**src/rtl/systolic_seq_ctrl.sv**
```systemverilog
// Sequencer for a ROWS x COLS output-stationary systolic array: loads edge buffers,
// drives skewed feed enables, strobes per-anti-diagonal capture and signals done.
module systolic_seq_ctrl #(
  parameter int ROWS = 4,
  parameter int COLS = 4,
  parameter int K    = 4,
  parameter int AW   = (K > 1) ? $clog2(K) : 1
) (
  input  logic                 clk,
  input  logic                 rst_n,
  input  logic                 start,
  input  logic                 acc_mode,
  input  logic                 abort,
  input  logic                 load_valid,
  output logic                 rd_req,
  output logic [ROWS-1:0]      a_wr_en,
  output logic [COLS-1:0]      b_wr_en,
  output logic [AW-1:0]        wr_addr,
  output logic                 clear_acc,
  output logic [ROWS-1:0]      feed_a,
  output logic [COLS-1:0]      feed_b,
  output logic [ROWS+COLS-2:0] path_en,
  output logic                 busy,
  output logic                 done
);

  localparam int L   = ((ROWS > COLS) ? ROWS : COLS) * K;
  localparam int T   = ROWS + COLS - 1 + K;
  localparam int NPE = ROWS + COLS - 1;
  localparam int IW  = $clog2(L + 1);
  localparam int CW  = $clog2(T + 1);

  typedef enum logic [1:0] {
    IDLE,
    LOAD,
    COMPUTE,
    DONE
  } state_t;

  state_t        state_q, state_d;
  logic [IW-1:0] i_q, i_d;
  logic [CW-1:0] c_q, c_d;
  logic          acc_q, acc_d;

  always_ff @(posedge clk or negedge rst_n) begin
    if (!rst_n) begin
      state_q <= IDLE;
      i_q     <= '0;
      c_q     <= '0;
      acc_q   <= 1'b0;
    end else begin
      state_q <= state_d;
      i_q     <= i_d;
      c_q     <= c_d;
      acc_q   <= acc_d;
    end
  end

  always_comb begin
    state_d = state_q;
    i_d     = i_q;
    c_d     = c_q;
    acc_d   = acc_q;
    if (abort) begin
      state_d = IDLE;
      i_d     = '0;
      c_d     = '0;
    end else begin
      unique case (state_q)
        IDLE, DONE: begin
          if (start) begin
            state_d = LOAD;
            acc_d   = acc_mode;
            i_d     = '0;
            c_d     = '0;
          end else begin
            state_d = IDLE;
          end
        end
        LOAD: begin
          if (load_valid) begin
            if (i_q == IW'(L - 1)) begin
              state_d = COMPUTE;
              i_d     = '0;
              c_d     = '0;
            end else begin
              i_d = i_q + 1'b1;
            end
          end
        end
        COMPUTE: begin
          if (c_q == CW'(T - 1)) begin
            state_d = DONE;
            c_d     = '0;
          end else begin
            c_d = c_q + 1'b1;
          end
        end
        default: state_d = IDLE;
      endcase
    end
  end

  // Write strobes follow load_valid combinationally; everything else decodes state only.
  always_comb begin
    int unsigned beat_idx;
    int unsigned c_idx;
    beat_idx  = 32'(i_q);
    c_idx     = 32'(c_q);
    rd_req    = 1'b0;
    a_wr_en   = '0;
    b_wr_en   = '0;
    wr_addr   = '0;
    clear_acc = 1'b0;
    feed_a    = '0;
    feed_b    = '0;
    path_en   = '0;
    busy      = 1'b0;
    done      = 1'b0;
    unique case (state_q)
      LOAD: begin
        rd_req = 1'b1;
        busy   = 1'b1;
        if (load_valid) begin
          for (int unsigned r = 0; r < ROWS; r++) a_wr_en[r] = (beat_idx / K == r);
          for (int unsigned j = 0; j < COLS; j++) b_wr_en[j] = (beat_idx / K == j);
          wr_addr = AW'(beat_idx % K);
        end
      end
      COMPUTE: begin
        busy      = 1'b1;
        clear_acc = (c_idx == 0) && !acc_q;
        for (int unsigned r = 0; r < ROWS; r++) feed_a[r] = (c_idx >= r) && (c_idx < r + K);
        for (int unsigned j = 0; j < COLS; j++) feed_b[j] = (c_idx >= j) && (c_idx < j + K);
        for (int unsigned d = 0; d < NPE; d++) path_en[d] = (c_idx == d + K);
      end
      DONE: done = 1'b1;
      default: ;
    endcase
  end

endmodule
```
**config.mk**
```make
export PLATFORM = sky130hd
export DESIGN_NAME = systolic_seq_ctrl
export DESIGN_NICKNAME = d
export VERILOG_FILES = /design/src/rtl/systolic_seq_ctrl.sv
export SDC_FILE = /design/constraint.sdc
export NUM_CORES = 1
export LEC_CHECK = 0
export BUFFER_PORTS_ARGS = -buffer_cell sky130_fd_sc_hd__buf_2
export CAP_MARGIN = 20
export CORE_MARGIN = 1.5
export CORE_UTILIZATION = 48
export DETAILED_ROUTE_END_ITERATION = 10
export GPL_TIMING_DRIVEN = 0
export HOLD_SLACK_MARGIN = 0.06
export PLACE_DENSITY = 0.76
export SYNTH_ARGS = -nofsm -noshare
export SYNTH_HDL_FRONTEND = slang
export SYNTH_SLANG_ARGS = --single-unit
export TNS_END_PERCENT = 50
```
**constraint.sdc**
```tcl
create_clock -name clk -period 2.2 [get_ports clk]
set_input_delay 0.44 -clock clk [delete_from_list [all_inputs] [get_ports clk]]
set_output_delay 0.44 -clock clk [all_outputs]
set_load 0.01 [all_outputs]
```
==> flow_summary.json <==
{
  "outcome": "completed",
  "dieHeight_um": 47.3,
  "cts.sinks": 12,
  "multi_input_area_um2": 557,
  "routedWlPerCell_um": 11.4,
  "syn-num-nets": 124,
  "path_class": "register to output pin",
  "nFillCells": 150,
  "fin_crit_sh": 0.962,
  "stdcell_count": 177,
  "finalHoldViolations": 0,
  "ys_seq_elements": 12,
  "rsz0062_at_grt": "yes",
  "io_pins": 35,
  "wl_mm": 2.02,
  "ir_worst_vdd_mv": 0.666,
  "antenna_found_initial": 0,
  "cp-end-kind": "output pin",
  "synth_edf_count": 0,
  "period_minus_slack_ns": 2.12,
  "powerDensity_mw_per_mm2": 779,
  "htree_levels": 1,
  "timing.rr.start": "state_q[0]",
  "nets": 164,
  "clockRootBuffer": "clkbuf_4",
  "clock.fmax_ghz": 0.472,
  "crit_required_ns": 1.76,
  "coreArea_mm2": 0.00178,
  "power_uw": 935,
  "n_antenna_cell": 0,
  "postCtsSetupBuffers": 0,
  "dp_cells": 173,
  "fp.dieArea_mm2": 0.00224,
  "drive_gt1_frac": 0.421,
  "r2r_cells": 6,
  "grt_max_degree": 13,
  "holdCritPathClass": "primary input to register",
  "route.vias.total": 925,
  "drc": 0,
  "arrival_ns": 1.68,
  "reg2reg_to": "i_q[0]",
  "die_w_um": 47.3,
  "crit_start": "state_q[1]",
  "final_cell_mix": "35 x buf_2, 14 x nor2_1, 12 x dfrtp_1, 11 x nand2_1",
  "cts_buffer_depth": 2,
  "synth_ff_type": "dfrtp_1",
  "drv_cap": 0,
  "ys_seq_area_frac": 0.318,
  "maxSlewViolCount": 0,
  "synth_cells": 114,
  "grt_overflow": 0,
  "clkLatencyLatePin_ns": 0.27,
  "cts.clk_slew.worst_paths_ns": 0.08,
  "rrSetupSlack_ns": 0.39,
  "io_buffer_count": 34,
  "timing.slew.headroom": 0.722,
  "postRouteAntennaNets": 0,
  "synth_area_um2": 943,
  "setup_ws_ns": 0.0830,
  "rows": 15,
  "setup_violations": 0,
  "hold_depth": 2,
  "area_delta_synth_final_pct": 27.3,
  "drtIter0Drc": 26,
  "cts_buffers": 3,
  "post-place-ws_ns": 0.279,
  "grt_pass1_vias": 677,
  "crit_fanout": 8,
  "crit_path_end": "b_wr_en[1]",
  "async_reset_ff_frac": 1.00,
  "firstDrtPassIters": 4,
  "final_common_cell": "buf_2",
  "clock_skew_ns": 0.00138,
  "hold_slack_ns": 0.398,
  "ys_warn_count": 0,
  "vias_per_cell": 5.23,
  "grt_pass1_wl_mm": 2.89,
  "power.leakage_uw": 0.000608,
  "place.gp.congestion": 0.802,
  "tritoncts": "done",
  "avgSynthCellArea_um2": 8.28,
  "worst_pin_slew_ns": 0.416,
  "track_usage": 0.185,
  "seq_area_um2": 300,
  "ys_types": 34,
  "start_util": 0.529,
  "cp-start-kind": "register",
  "post-dp-hpwl_mm": 1.54
}
-- synthesized netlist by cell type, types with 2 or more instances --
master | n | area share
nor2_1 | 14 | 0.056
dfrtp_1 | 12 | 0.32
nand2_1 | 11 | 0.044
buf_4 | 9 | 0.072
inv_1 | 9 | 0.036
a21oi_1 | 5 | 0.027
nand2b_1 | 5 | 0.033
nand3_1 | 5 | 0.027
o21ai_0 | 5 | 0.027
ha_1 | 4 | 0.053
nor3_1 | 4 | 0.021
a211oi_1 | 3 | 0.024
mux2_2 | 3 | 0.036
and3_1 | 2 | 0.013
nor2b_1 | 2 | 0.013
o22ai_2 | 2 | 0.027
xnor2_1 | 2 | 0.019
-- per-stage QoR --
step,utilization,TNS (ns),instance area [um2]
floorplan,-,0,943
global placement,0.642,0,1140
detailed placement,0.642,0,1140
CTS,0.663,0,1180
global route,0.674,-0.0162,1200
finish,0.674,0,1200
-- cell families (layout without fill, tap and decap cells) --
family                   Yosys count  in the layout  synth area share
AND/OR/NAND/NOR                   53             53             0.298
AO/OA/AOI/OAI                     20             20             0.159
buffers and inverters             20             58             0.117
flip-flops                        12             12             0.318
adder cells (fa/ha/maj)            4              4            0.0531
multiplexers                       3              3            0.0358
XOR/XNOR                           2              2            0.0186
-- flip-flops by register name, indices dropped and copies added (netlist names) --
name and cells:
c_q 4, state_q 2, acc_q 1, i_q 5
-- power by group --
group          internal (uW)  leakage (uW)  switching (uW)
sequential               257      0.000164            32.4
combinational            221      0.000430             287
clock                   63.4     0.0000138            74.8
-- how the worst min path moves through the flow --
stage,from,to,slack (ns)
floorplan,rst_n,acc_q,0.14
global placement,rst_n,i_q[0],0.34
detailed placement,rst_n,state_q[1],0.34
CTS,acc_mode,acc_q,0.39
global route,acc_mode,acc_q,0.41
finish,acc_mode,acc_q,0.40
-- final cells by class --
type,count,share of cell area
plain buffers,11,0.0635
clock buffers,3,0.0188
inverters,9,0.0281
multi-input cells,82,0.464
flip-flops and latches,12,0.250
well taps,25,0.0260
repair buffers,35,0.150
-- per-layer routing --
layer | global-route usage | up-vias | wire length [um]
met5 | 0 | - | 0
met4 | 0.0667 | 0 | 24
met3 | 0.0231 | 2 | 105
met2 | 0.278 | 30 | 950
met1 | 0.271 | 428 | 937
li1 | - | 465 | -
-- critical path, stage by stage (launching register included) --
cell	delay [ns]
dfrtp_1	0.42
inv_1	0.07
ha_2	0.24
nand3b_1	0.20
nor3b_2	0.24
buf_4	0.13
buf_2	0.11
-- what timing repair did --
action | in CTS | in global routing
hold buffers | 1 | 0
resized for setup | 1 | 4
endpoints found under the setup margin | 1 | 5
endpoints found under the hold margin | 12 | 0
pin swaps | 0 | 2
Note: power is estimated with default switching activity, not from simulation.
